File: src/rtl/lsu_if.sv
`default_nettype none
// ============================================================================
// Module      : lsu_if
// Description : Request/response data-bus interface between the load/store
//               unit (master) and the data memory / bus fabric (slave).
//               Request : req_valid, req_ready, req_write, req_addr,
//                         req_wdata, req_wstrb
//               Response: rsp_valid, rsp_rdata
// Revision    : 1.0 - initial release
// ============================================================================
interface lsu_if #(
    parameter int XLEN = 32
);
    logic            req_valid;
    logic            req_ready;
    logic            req_write;
    logic [XLEN-1:0] req_addr;
    logic [XLEN-1:0] req_wdata;
    logic [3:0]      req_wstrb;
    logic            rsp_valid;
    logic [XLEN-1:0] rsp_rdata;

    modport master (
        output req_valid,
        input  req_ready,
        output req_write,
        output req_addr,
        output req_wdata,
        output req_wstrb,
        input  rsp_valid,
        input  rsp_rdata
    );

    modport slave (
        input  req_valid,
        output req_ready,
        input  req_write,
        input  req_addr,
        input  req_wdata,
        input  req_wstrb,
        output rsp_valid,
        output rsp_rdata
    );
endinterface
`default_nettype wire

File: src/rtl/lsu.sv
`default_nettype none
// ============================================================================
// Module      : lsu
// Description : Load/store unit. Turns a load/store from the execution stage
//               into a single request/response bus transaction, stalls the
//               core until it completes and returns aligned, extended load
//               data for write-back. Misaligned H/W accesses are flagged and
//               never reach the bus.
// Ports       : clk, rst          - clock, asynchronous active-high reset
//               mem_read/mem_write- instruction is a load / store
//               mem_opcode        - funct3 size/sign encoding
//               addr, wdata       - byte address, store data (rs2)
//               bus               - lsu_if master (request/response bus)
//               lsu_stall         - hold PC/architectural state
//               lsu_done          - one-cycle completion pulse
//               lsu_rdata         - formatted load data (valid with done)
//               lsu_misalign      - one-cycle misaligned-access pulse
// Revision    : 1.0 - initial release
// ============================================================================
module lsu #(
    parameter int XLEN    = 32,
    parameter int MEMOP_W = 3
) (
    input  wire logic               clk,
    input  wire logic               rst,
    input  wire logic               mem_read,
    input  wire logic               mem_write,
    input  wire logic [MEMOP_W-1:0] mem_opcode,
    input  wire logic [XLEN-1:0]    addr,
    input  wire logic [XLEN-1:0]    wdata,
    lsu_if.master                   bus,
    output logic                    lsu_stall,
    output logic                    lsu_done,
    output logic [XLEN-1:0]         lsu_rdata,
    output logic                    lsu_misalign
);

    // funct3[1:0] selects the size; funct3[2] selects zero-extension.
    // Every size code other than B/H (including 011/110/111) acts as W.
    localparam logic [1:0] c_SZ_B = 2'b00;
    localparam logic [1:0] c_SZ_H = 2'b01;

    typedef enum logic [1:0] {
        S_IDLE = 2'd0,
        S_REQ  = 2'd1,
        S_RESP = 2'd2
    } state_t;

    state_t          r_state;
    state_t          w_state_nxt;

    logic            r_req_write;
    logic [XLEN-1:0] r_req_addr;
    logic [XLEN-1:0] r_req_wdata;
    logic [3:0]      r_req_wstrb;
    logic [1:0]      r_size;
    logic            r_unsigned;
    logic [1:0]      r_off;

    logic            w_access;
    logic            w_misalign;
    logic            w_launch;
    logic            w_req_valid;
    logic [XLEN-1:0] w_lane_wdata;
    logic [3:0]      w_lane_wstrb;
    logic [7:0]      w_byte;
    logic [15:0]     w_half;

    // ------------------------------------------------------------------
    // Access decode (only meaningful in IDLE)
    // ------------------------------------------------------------------
    always_comb begin
        w_access   = mem_read | mem_write;
        w_misalign = 1'b0;
        if (mem_opcode[1:0] == c_SZ_H)
            w_misalign = addr[0];
        else if (mem_opcode[1:0] != c_SZ_B)
            w_misalign = (addr[1:0] != 2'b00);
    end

    // Store lane replication: the bus picks the bytes via the strobes, so
    // the data is simply copied into every lane.
    always_comb begin
        w_lane_wdata = wdata;
        w_lane_wstrb = 4'b1111;
        case (mem_opcode[1:0])
            c_SZ_B: begin
                w_lane_wdata = {4{wdata[7:0]}};
                w_lane_wstrb = 4'b0001 << addr[1:0];
            end
            c_SZ_H: begin
                w_lane_wdata = {2{wdata[15:0]}};
                w_lane_wstrb = 4'b0011 << addr[1:0];
            end
            default: begin
                w_lane_wdata = wdata;
                w_lane_wstrb = 4'b1111;
            end
        endcase
    end

    // ------------------------------------------------------------------
    // FSM: state register
    // ------------------------------------------------------------------
    always_ff @(posedge clk or posedge rst) begin
        if (rst)
            r_state <= S_IDLE;
        else
            r_state <= w_state_nxt;
    end

    // ------------------------------------------------------------------
    // FSM: next state and outputs. Stall drops in the done cycle so the
    // core retires the instruction and does not relaunch the access.
    // ------------------------------------------------------------------
    always_comb begin
        w_state_nxt  = r_state;
        w_req_valid  = 1'b0;
        w_launch     = 1'b0;
        lsu_stall    = 1'b0;
        lsu_done     = 1'b0;
        lsu_misalign = 1'b0;
        case (r_state)
            S_IDLE: begin
                if (w_access) begin
                    if (w_misalign) begin
                        lsu_misalign = 1'b1;
                    end else begin
                        w_launch    = 1'b1;
                        lsu_stall   = 1'b1;
                        w_state_nxt = S_REQ;
                    end
                end
            end
            S_REQ: begin
                w_req_valid = 1'b1;
                lsu_stall   = 1'b1;
                if (bus.req_ready)
                    w_state_nxt = S_RESP;
            end
            S_RESP: begin
                if (bus.rsp_valid) begin
                    lsu_done    = 1'b1;
                    w_state_nxt = S_IDLE;
                end else begin
                    lsu_stall = 1'b1;
                end
            end
            default: w_state_nxt = S_IDLE;
        endcase
    end

    // ------------------------------------------------------------------
    // Request capture: fields are latched once at launch so the request
    // stays stable through REQ regardless of what the core drives.
    // ------------------------------------------------------------------
    always_ff @(posedge clk or posedge rst) begin
        if (rst) begin
            r_req_write <= 1'b0;
            r_req_addr  <= '0;
            r_req_wdata <= '0;
            r_req_wstrb <= 4'b0000;
            r_size      <= 2'b00;
            r_unsigned  <= 1'b0;
            r_off       <= 2'b00;
        end else if (w_launch) begin
            r_req_write <= mem_write;
            r_req_addr  <= {addr[XLEN-1:2], 2'b00};
            r_req_wdata <= w_lane_wdata;
            r_req_wstrb <= mem_write ? w_lane_wstrb : 4'b0000;
            r_size      <= mem_opcode[1:0];
            r_unsigned  <= mem_opcode[2];
            r_off       <= addr[1:0];
        end
    end

    assign bus.req_valid = w_req_valid;
    assign bus.req_write = r_req_write;
    assign bus.req_addr  = r_req_addr;
    assign bus.req_wdata = r_req_wdata;
    assign bus.req_wstrb = r_req_wstrb;

    // ------------------------------------------------------------------
    // Load formatting from the raw bus word using the captured offset
    // ------------------------------------------------------------------
    always_comb begin
        case (r_off)
            2'd0:    w_byte = bus.rsp_rdata[7:0];
            2'd1:    w_byte = bus.rsp_rdata[15:8];
            2'd2:    w_byte = bus.rsp_rdata[23:16];
            default: w_byte = bus.rsp_rdata[31:24];
        endcase
        w_half = r_off[1] ? bus.rsp_rdata[31:16] : bus.rsp_rdata[15:0];

        case (r_size)
            c_SZ_B:  lsu_rdata = r_unsigned ? {24'd0, w_byte}
                                            : {{24{w_byte[7]}}, w_byte};
            c_SZ_H:  lsu_rdata = r_unsigned ? {16'd0, w_half}
                                            : {{16{w_half[15]}}, w_half};
            default: lsu_rdata = bus.rsp_rdata;
        endcase
    end

endmodule
`default_nettype wire

File: src/flat_wrapper.sv
// flat-port wrapper written by rule: the top's interface ports become plain ports
module lsu_flat 
#(
    parameter int XLEN    = 32,
    parameter int MEMOP_W = 3
)
  (clk, rst, mem_read, mem_write, mem_opcode, addr, wdata, lsu_stall, lsu_done, lsu_rdata, lsu_misalign, bus_req_valid, bus_req_ready, bus_req_write, bus_req_addr, bus_req_wdata, bus_req_wstrb, bus_rsp_valid, bus_rsp_rdata);
  lsu_if #(.XLEN(XLEN)) bus_i ();
  input  wire logic clk;
  input  wire logic rst;
  input  wire logic mem_read;
  input  wire logic mem_write;
  input  wire logic [MEMOP_W-1:0] mem_opcode;
  input  wire logic [XLEN-1:0] addr;
  input  wire logic [XLEN-1:0] wdata;
  output logic lsu_stall;
  output logic lsu_done;
  output logic [XLEN-1:0] lsu_rdata;
  output logic lsu_misalign;
  output wire logic [$bits(bus_i.req_valid)-1:0] bus_req_valid;
  input wire logic [$bits(bus_i.req_ready)-1:0] bus_req_ready;
  output wire logic [$bits(bus_i.req_write)-1:0] bus_req_write;
  output wire logic [$bits(bus_i.req_addr)-1:0] bus_req_addr;
  output wire logic [$bits(bus_i.req_wdata)-1:0] bus_req_wdata;
  output wire logic [$bits(bus_i.req_wstrb)-1:0] bus_req_wstrb;
  input wire logic [$bits(bus_i.rsp_valid)-1:0] bus_rsp_valid;
  input wire logic [$bits(bus_i.rsp_rdata)-1:0] bus_rsp_rdata;
  assign bus_req_valid = bus_i.req_valid;
  assign bus_i.req_ready = bus_req_ready;
  assign bus_req_write = bus_i.req_write;
  assign bus_req_addr = bus_i.req_addr;
  assign bus_req_wdata = bus_i.req_wdata;
  assign bus_req_wstrb = bus_i.req_wstrb;
  assign bus_i.rsp_valid = bus_rsp_valid;
  assign bus_i.rsp_rdata = bus_rsp_rdata;
  lsu #(.XLEN(XLEN), .MEMOP_W(MEMOP_W)) u_core (.clk(clk), .rst(rst), .mem_read(mem_read), .mem_write(mem_write), .mem_opcode(mem_opcode), .addr(addr), .wdata(wdata), .bus(bus_i), .lsu_stall(lsu_stall), .lsu_done(lsu_done), .lsu_rdata(lsu_rdata), .lsu_misalign(lsu_misalign));
endmodule
File: config.mk
export PLATFORM = sky130hd
export DESIGN_NAME = lsu_flat
export DESIGN_NICKNAME = d
export VERILOG_FILES = /design/src/rtl/lsu_if.sv /design/src/rtl/lsu.sv /design/src/flat_wrapper.sv
export SDC_FILE = /design/constraint.sdc
export NUM_CORES = 1
export LEC_CHECK = 0
export CORE_ASPECT_RATIO = 1.25
export CORE_UTILIZATION = 30
export DETAILED_ROUTE_END_ITERATION = 6
export PLACE_DENSITY = 0.64
export SLEW_MARGIN = 20
export SYNTH_ARGS = -nofsm -noshare
export SYNTH_HDL_FRONTEND = slang
export SYNTH_SLANG_ARGS = --single-unit
File: constraint.sdc
create_clock -name clk -period 3 [get_ports clk]
set_input_delay 0.3 -clock clk [delete_from_list [all_inputs] [get_ports clk]]
set_output_delay 0.3 -clock clk [all_outputs]
set_load 0.03 [all_outputs]
==> results of run 1 <==
[power by group through the flow]
| stage | Clock, W | Sequential, W | Combinational (W) |
|---|---|---|---|
| final | 0.00110 | 0.00189 | 0.00535 |
| after global routing | 0.00117 | 0.00195 | 0.00562 |
| after CTS | 0.00112 | 0.00189 | 0.00538 |
| after detailed placement | 0 | 0.00187 | 0.00537 |
| after global placement | 0 | 0.00186 | 0.00533 |
| after floorplan | 0 | 0.00269 | 0.00248 |
[through the flow]
| stage | hold WS (ns) | utilization [%] | setup WS (ns) | cells | area (sq um) |
|---|---|---|---|---|---|
| 3_3_place_gp | 0.475 | 47.1 | 0.375 | 722 | 6540 |
| 4_1_cts | 0.448 | 49.3 | 0.0694 | 738 | 6840 |
| 2_1_floorplan | 0.408 | - | 0.818 | 357 | 4290 |
| 5_1_grt | 0.478 | 49.4 | 0.0659 | 738 | 6850 |
| 3_5_place_dp | 0.480 | 47.1 | 0.358 | 722 | 6540 |
| 6_report | 0.424 | 49.4 | 0.181 | 738 | 6850 |
[cells by family after synthesis]
| family | Yosys count | share of synthesized area (%) |
|---|---|---|
| buf+inv | 36 | 4.93 |
| flops | 74 | 43.2 |
| simple gates | 80 | 9.16 |
| compound gates | 68 | 12.3 |
| other cells | 1 | 0.0875 |
| mux | 96 | 30.1 |
| xor+xnor | 1 | 0.204 |
[routing by layer]
layer / GRT usage, % / vias up
li1: - / 1724
met1: 18.9 / 1775
met2: 33.1 / 179
met3: 7.26 / 9
met4: 5.63 / 0
met5: 0 / -
[area by class of cell]
type                       instances  share of cell area (%)
clock buffer                      10                    3.49
sequential                        74                    27.0
multi-input combinational        247                    32.6
inverter                           4                   0.219
clock inverter                     6                   0.950
timing repair buffer             222                    32.5
tap                              175                    3.20
[placed cells by master, fill, tap and decap left out, types with 9 or more instances in the layout]
master                              n
sky130_fd_sc_hd__o211ai_1          24
sky130_fd_sc_hd__nand2_1           34
sky130_fd_sc_hd__mux2_4            59
sky130_fd_sc_hd__buf_4             15
sky130_fd_sc_hd__dfrtp_1           74
sky130_fd_sc_hd__clkbuf_16          9
sky130_fd_sc_hd__mux2_2            29
sky130_fd_sc_hd__clkdlybuf4s50_1  203
sky130_fd_sc_hd__nor2_1            13
sky130_fd_sc_hd__nor2b_1           10
[cell usage after synthesis, drive strengths merged, types with 2 or more instances]
| library cell | n | area share, % |
|---|---|---|
| a21boi | 2 | 0.35 |
| or2 | 3 | 0.44 |
| nor3 | 2 | 0.23 |
| o21ai | 3 | 0.35 |
| clkbuf | 18 | 1.6 |
| o41ai | 7 | 1.4 |
| nor3b | 2 | 0.35 |
| nor2b | 11 | 1.6 |
| nor2 | 13 | 1.1 |
| nand2 | 34 | 3.0 |
| mux2i | 8 | 1.9 |
| dfrtp | 74 | 43 |
| o2bb2ai | 2 | 0.41 |
| o21bai | 2 | 0.35 |
| inv | 3 | 0.26 |
| buf | 14 | 3.0 |
| o221ai | 8 | 1.6 |
| o211ai | 24 | 4.2 |
| mux2 | 88 | 28 |
| nand4 | 7 | 1.0 |
| a221o | 7 | 1.6 |
| a21oi | 8 | 0.93 |
[how the worst min path moves through the flow]
stage	cells after the start	endpoint	from
after CTS	2	u_core.r_off[0]	rst
after global routing	2	u_core.bus.req_addr[11]	rst
after detailed placement	1	u_core.bus.req_wstrb[0]	u_core.bus.req_wstrb[0]
final	2	u_core.bus.req_addr[11]	rst
after global placement	1	u_core.bus.req_wstrb[0]	u_core.bus.req_wstrb[0]
after floorplan	1	u_core.r_state[0]	bus_req_ready
[registers in the layout, summed over array words and instances, names as in the netlist]
name / count
u_core.bus.req_wdata: 32
u_core.bus.req_addr: 30
u_core.bus.req_wstrb: 4
u_core.r_off: 2
u_core.r_size: 2
u_core.r_state: 2
u_core.bus.req_write: 1
u_core.r_unsigned: 1
==> metrics.txt, run 1 <==
# TYPE chip_impl_metric gauge
chip_impl_metric{name="internal_power",unit="W"} 0.00467
chip_impl_metric{name="maximum_number_of_pins_on_one_net_before_global_route_repair",unit=""} 40
chip_impl_metric{name="ant_nets",unit=""} 0
chip_impl_metric{name="cts.hold.buffers_added",unit=""} 0
chip_impl_metric{name="totalWireLength",unit="um"} 13400
chip_impl_info{name="cpLargestDelayFamily",value="simple AND/OR/NAND/NOR gates"} 1
chip_impl_metric{name="initialDrtViolationCount",unit=""} 271
chip_impl_metric{name="post_cts_setup_buffers",unit=""} 0
chip_impl_info{name="maxUsedRoutingLayer",value="met4"} 1
chip_impl_metric{name="cts_resized",unit=""} 0
chip_impl_info{name="clock-root-buffer",value="sky130_fd_sc_hd__clkbuf_16"} 1
chip_impl_metric{name="worst_r2r_setup_slack",unit="ns"} 0.81
chip_impl_metric{name="setup-violations-final",unit=""} 0
chip_impl_metric{name="number_of_synthesized_flops_with_an_enable_pin",unit=""} 0
chip_impl_metric{name="finalWeightedCongestion",unit=""} 0.879
chip_impl_metric{name="post_detail_place_hpwl",unit="um"} 10200
chip_impl_metric{name="die_height",unit="um"} 136
chip_impl_info{name="worstSetupEndpoint",value="lsu_rdata[2]"} 1
chip_impl_metric{name="cts-root-to-sink-buffers",unit=""} 2
chip_impl_metric{name="htree_levels",unit=""} 3
chip_impl_metric{name="nNetsFinal",unit=""} 663
chip_impl_metric{name="num_io_pins",unit=""} 210
chip_impl_metric{name="clock_latency",unit="ns"} 0.34
chip_impl_metric{name="wire_length_on_met1",unit="um"} 5000
chip_impl_metric{name="drv.max_cap_violation_count",unit=""} 0
chip_impl_metric{name="power.total",unit="W"} 0.00833
chip_impl_metric{name="finalSetupTns",unit="ns"} 0
chip_impl_metric{name="wire_length_on_met2",unit="um"} 6840
chip_impl_metric{name="syn_area_per_cell",unit="sq um"} 12.0
chip_impl_metric{name="cts_num_sinks",unit=""} 74
chip_impl_info{name="path_class",value="reg -> out"} 1
chip_impl_metric{name="synth_area",unit="sq mm"} 0.00429
chip_impl_metric{name="crit_path_max_incr_delay",unit="ns"} 0.68
chip_impl_metric{name="clockPowerShare",unit="%"} 13.2
chip_impl_metric{name="worst-path-stages",unit=""} 4
chip_impl_metric{name="synth_cells",unit=""} 356
chip_impl_metric{name="insertedDiodeCount",unit=""} 0
chip_impl_info{name="end_kind",value="output pin"} 1
chip_impl_metric{name="final_clock_period_utilization_by_the_worst_path",unit="%"} 94.0
chip_impl_info{name="rsz0062_at_grt",value="no"} 1
chip_impl_info{name="path_cells",value="or3b_2 -> nor2_1 -> a221o_1 -> clkdlybuf4s50_1"} 1
chip_impl_metric{name="area.growth.synth_to_final",unit="%"} 59.7
chip_impl_metric{name="grt_antenna_before_repair",unit=""} 0
chip_impl_metric{name="via_per_inst",unit=""} 5.00
chip_impl_info{name="outcome",value="complete, no violations"} 1
chip_impl_metric{name="rows",unit=""} 48
chip_impl_metric{name="postSynth.asyncResetShare",unit="%"} 100
chip_impl_metric{name="initial_utilization",unit="%"} 30.9
chip_impl_metric{name="ff2ff_path_depth",unit=""} 4
chip_impl_metric{name="overflow",unit=""} 0
chip_impl_info{name="cts_tree",value="done"} 1
chip_impl_metric{name="power-per-cell-area",unit="mW/mm^2"} 1220
chip_impl_info{name="tightest_hold_check_type",value="in -> async"} 1
chip_impl_metric{name="cts.clk_slew.worst_paths",unit="ns"} 0.06
chip_impl_metric{name="die_footprint",unit="sq mm"} 0.0148
chip_impl_metric{name="timing_worst_slew_pin_value",unit="ns"} 0.776
chip_impl_metric{name="clock.fmax",unit="MHz"} 355
chip_impl_info{name="yosys_most_used_dff",value="sky130_fd_sc_hd__dfrtp_1"} 1
chip_impl_metric{name="multi_input_area",unit="sq mm"} 0.00223
chip_impl_metric{name="fillCellCount",unit=""} 1271
chip_impl_metric{name="synth-warning-count",unit=""} 0
chip_impl_metric{name="cts_inserted_buffers",unit=""} 9
chip_impl_info{name="timing.rr.start",value="u_core.r_state[1]"} 1
chip_impl_metric{name="p_seq_share",unit="%"} 22.7
chip_impl_metric{name="die_width",unit="um"} 109
chip_impl_metric{name="route.met3.wl",unit="um"} 1460
chip_impl_metric{name="drive_above_1_share",unit="%"} 23.3
chip_impl_metric{name="worst_slew_margin_rel",unit="%"} 48.2
chip_impl_metric{name="cp_data_arrival_time",unit="ns"} 2.52
chip_impl_metric{name="critical_path_required",unit="ns"} 2.70
chip_impl_metric{name="vias_in_the_first_global_route",unit=""} 3903
chip_impl_metric{name="finalHoldViolCount",unit=""} 0
chip_impl_metric{name="synth.yosys.seq_area_share",unit="%"} 43.2
chip_impl_metric{name="p_switching",unit="W"} 0.00366
chip_impl_metric{name="global_route_wire_length_before_repair",unit="um"} 20300
chip_impl_metric{name="globalRouteTotalUtil",unit="%"} 18.2
chip_impl_info{name="worstSetupStartpoint",value="u_core.r_size[1]"} 1
chip_impl_metric{name="power.share.combinational",unit="%"} 64.2
chip_impl_metric{name="yosysUniqueCellTypes",unit=""} 42
chip_impl_metric{name="numPortBuffers",unit=""} 207
chip_impl_metric{name="drc_errors",unit=""} 0
chip_impl_metric{name="vias",unit=""} 3687
chip_impl_metric{name="period_needed",unit="ns"} 2.82
chip_impl_metric{name="timing.critical_path.fanout_max",unit=""} 19
chip_impl_metric{name="worst_path_buffer_plus_inverter_count",unit=""} 1
chip_impl_metric{name="final.setup_skew",unit="ns"} 0.00512
chip_impl_metric{name="vdd.ir_drop.worst",unit="mV"} 0.604
chip_impl_metric{name="finalMaxSlewViolations",unit=""} 0
chip_impl_metric{name="first_pass_detailed_route_iteration_total",unit=""} 4
chip_impl_info{name="setup.worst_path.start_class",value="register"} 1
chip_impl_metric{name="power_leakage",unit="nW"} 2.92
chip_impl_metric{name="drt-wirelength-per-cell",unit="um"} 18.2
chip_impl_metric{name="core_region_area",unit="sq mm"} 0.0139
chip_impl_info{name="cp_slowest_cell",value="sky130_fd_sc_hd__clkdlybuf4s50_1"} 1
chip_impl_metric{name="switching_share_of_power",unit="%"} 43.9
chip_impl_metric{name="count_of_state_elements_after_synthesis",unit=""} 74
chip_impl_info{name="crit-reg2reg-capture",value="u_core.bus.req_addr[14]"} 1
chip_impl_metric{name="final-seq-area",unit="sq mm"} 0.00185
No activity file was read; power rests on OpenSTA's default activity.
==> run 2, diff against run 1 <==
- CAP_MARGIN: default -> 20
- SKIP_LAST_GASP: default -> 1
==> results of run 2 <==
Final layout, timing and power as in run 1 (identical DEF).
==> run 3, diff against run 2 <==
- PLACE_DENSITY: 0.64 -> 0.67
- clock period: 3 -> 2.52 ns (I/O delays scaled with it)
==> run 3 against run 2 <==
Against the previous run: hold slack got worse by 0.12 ns; combinational power increased by 16%; first-iteration DRC count grew 11%; largest power group unchanged.
==> metrics.txt, run 3 (synthesized netlist as in run 1, its figures left out) <==
# TYPE chip_impl_metric gauge
chip_impl_metric{name="cts-root-to-sink-buffers",unit=""} 2
chip_impl_metric{name="setup-violations-final",unit=""} 0
chip_impl_metric{name="power.total",unit="W"} 0.00954
chip_impl_info{name="mostFrequentLayoutCell",value="sky130_fd_sc_hd__clkdlybuf4s50_1"} 1
chip_impl_metric{name="cts.clk_slew.worst_paths",unit="ns"} 0.06
chip_impl_metric{name="post_cts_setup_buffers",unit=""} 0
chip_impl_metric{name="numPortBuffers",unit=""} 207
chip_impl_metric{name="worst_slew_margin_rel",unit="%"} 53.2
chip_impl_metric{name="insertedDiodeCount",unit=""} 0
chip_impl_info{name="cts_tree",value="done"} 1
chip_impl_metric{name="timing.critical_path.fanout_max",unit=""} 25
chip_impl_metric{name="num_io_pins",unit=""} 210
chip_impl_metric{name="dpl-instance-area",unit="sq mm"} 0.00655
chip_impl_info{name="clock-root-buffer",value="sky130_fd_sc_hd__clkbuf_16"} 1
chip_impl_metric{name="final_instance_area",unit="sq mm"} 0.00678
chip_impl_info{name="crit-reg2reg-capture",value="u_core.bus.req_wdata[15]"} 1
chip_impl_metric{name="clock_latency",unit="ns"} 0.33
chip_impl_metric{name="grt_antenna_before_repair",unit=""} 0
chip_impl_metric{name="worst_r2r_setup_slack",unit="ns"} 0.48
chip_impl_metric{name="nNetsFinal",unit=""} 665
chip_impl_metric{name="finalMaxSlewViolations",unit=""} 0
chip_impl_metric{name="post_detail_place_hpwl",unit="um"} 10300
chip_impl_metric{name="vias",unit=""} 3654
chip_impl_metric{name="core_region_area",unit="sq mm"} 0.0139
chip_impl_metric{name="detailedPlace.worstSlack",unit="ns"} 0.0353
chip_impl_metric{name="global_route_wire_length_before_repair",unit="um"} 20300
chip_impl_metric{name="clock.fmax",unit="MHz"} 412
chip_impl_metric{name="critical_path_required",unit="ns"} 2.27
chip_impl_metric{name="fillCellCount",unit=""} 1257
chip_impl_metric{name="die_width",unit="um"} 109
chip_impl_metric{name="via_per_inst",unit=""} 4.95
chip_impl_metric{name="overflow",unit=""} 0
chip_impl_info{name="setup.worst_path.start_class",value="register"} 1
chip_impl_info{name="end_kind",value="output pin"} 1
chip_impl_metric{name="power_leakage",unit="nW"} 2.98
chip_impl_metric{name="totalWireLength",unit="um"} 13500
chip_impl_metric{name="cts_inserted_buffers",unit=""} 9
chip_impl_metric{name="initialDrtViolationCount",unit=""} 300
chip_impl_metric{name="globalRouteTotalUtil",unit="%"} 18.1
chip_impl_metric{name="initial_utilization",unit="%"} 30.9
chip_impl_metric{name="vdd.ir_drop.worst",unit="mV"} 0.736
chip_impl_info{name="worstSetupEndpoint",value="lsu_rdata[12]"} 1
chip_impl_metric{name="power-per-cell-area",unit="mW/mm^2"} 1410
chip_impl_metric{name="vias_in_the_first_global_route",unit=""} 3857
chip_impl_metric{name="final.setup_skew",unit="ns"} 0.00895
chip_impl_metric{name="die_height",unit="um"} 136
chip_impl_metric{name="die_footprint",unit="sq mm"} 0.0148
chip_impl_metric{name="htree_levels",unit=""} 3
chip_impl_info{name="worstSetupStartpoint",value="u_core.r_off[0]"} 1
chip_impl_metric{name="cp_data_arrival_time",unit="ns"} 2.18
chip_impl_metric{name="finalHoldViolCount",unit=""} 0
chip_impl_metric{name="drt-wirelength-per-cell",unit="um"} 18.3
chip_impl_info{name="tightest_hold_check_type",value="in -> async"} 1
chip_impl_metric{name="finalWeightedCongestion",unit=""} 0.851
chip_impl_metric{name="ant_nets",unit=""} 0
chip_impl_metric{name="timing_worst_slew_pin_value",unit="ns"} 0.699
chip_impl_metric{name="drv.max_cap_violation_count",unit=""} 0
chip_impl_metric{name="first_pass_detailed_route_iteration_total",unit=""} 4
chip_impl_info{name="timing.rr.start",value="u_core.r_state[1]"} 1
chip_impl_metric{name="drive_above_1_share",unit="%"} 24.0
chip_impl_metric{name="area.growth.synth_to_final",unit="%"} 58.1
chip_impl_metric{name="maximum_number_of_pins_on_one_net_before_global_route_repair",unit=""} 43
chip_impl_metric{name="ff2ff_path_depth",unit=""} 4
chip_impl_metric{name="period_needed",unit="ns"} 2.43
chip_impl_metric{name="setup_slack",unit="ns"} 0.0905
chip_impl_info{name="outcome",value="complete, no violations"} 1
chip_impl_metric{name="fin_hold_ws",unit="ns"} 0.301
chip_impl_metric{name="drc_errors",unit=""} 0
chip_impl_metric{name="final_clock_period_utilization_by_the_worst_path",unit="%"} 96.4
chip_impl_info{name="rsz0062_at_grt",value="no"} 1
chip_impl_metric{name="rows",unit=""} 48
chip_impl_info{name="final_cell_mix",value="173 x sky130_fd_sc_hd__clkdlybuf4s50_1, 73 x sky130_fd_sc_hd__dfrtp_1, 59 x sky130_fd_sc_hd__mux2_4"} 1
chip_impl_metric{name="largest_register_ffs",unit=""} 32
chip_impl_info{name="path_class",value="reg -> out"} 1
chip_impl_metric{name="finalSetupTns",unit="ns"} 0
chip_impl_metric{name="cts_num_sinks",unit=""} 74
## run 3: cell types whose count changed in the layout (fill, tap and decap cells not counted), moves of 2 or more
cell                              before  now
sky130_fd_sc_hd__clkdlybuf4s50_1     203  173
sky130_fd_sc_hd__dlygate4sd2_1         0   24
sky130_fd_sc_hd__buf_4                15   22
sky130_fd_sc_hd__clkbuf_1              0    2
## run 3: how the worst min path moves through the flow
stage	endpoint
6_report	u_core.bus.req_addr[9]
2_1_floorplan	u_core.r_state[0]
3_3_place_gp	u_core.bus.req_wstrb[0]
5_1_grt	u_core.r_off[1]
4_1_cts	u_core.r_off[1]
3_5_place_dp	u_core.bus.req_wstrb[2]
## run 3: where the power goes
part	leakage, nW	switching, W	internal, W
sequential	0.880	0.000430	0.00179
combinational	1.98	0.00341	0.00278
clock	0.125	0.000475	0.000654
total	2.98	0.00432	0.00522
## run 3: worst max-delay path, stage by stage, from the launching register on
cell and delay [ns]:
sky130_fd_sc_hd__dfrtp_1 0.45, sky130_fd_sc_hd__mux2_2 0.36, sky130_fd_sc_hd__a22oi_1 0.17, sky130_fd_sc_hd__buf_4 0.29
sky130_fd_sc_hd__o221ai_1 0.19, sky130_fd_sc_hd__dlygate4sd2_1 0.39
## run 3: area by class of cell
| cell class | instances | area, sq um | share of cell area [%] |
|---|---|---|---|
| Inverter | 4 | 16.3 | 0.240 |
| Sequential cell | 74 | 1850 | 27.3 |
| Clock inverter | 3 | 18.8 | 0.277 |
| Clock buffer | 11 | 233 | 3.43 |
| Timing Repair Buffer | 224 | 2210 | 32.6 |
| Multi-Input combinational cell | 247 | 2230 | 32.9 |
| Tap cell | 175 | 219 | 3.23 |
## run 3: routing by layer
metal / routed length (um) / up-vias / track usage (%)
met4: 167 / 0 / 4.43
met5: 0 / - / 0
met3: 1390 / 15 / 6.49
met1: 5260 / 1729 / 19.6
met2: 6660 / 194 / 33.0
li1: - / 1716 / -
## run 3: what timing repair did
item                       CTS  global route
hold buffers                 0             0
setup endpoints to repair   31             0
gates resized for setup     26             0
## run 3: stage by stage
stage / instances / util (%)
floorplan: 357 / -
global placement: 724 / 47.2
detailed placement: 724 / 47.2
CTS: 738 / 48.9
global route: 738 / 48.9
finish: 738 / 48.9
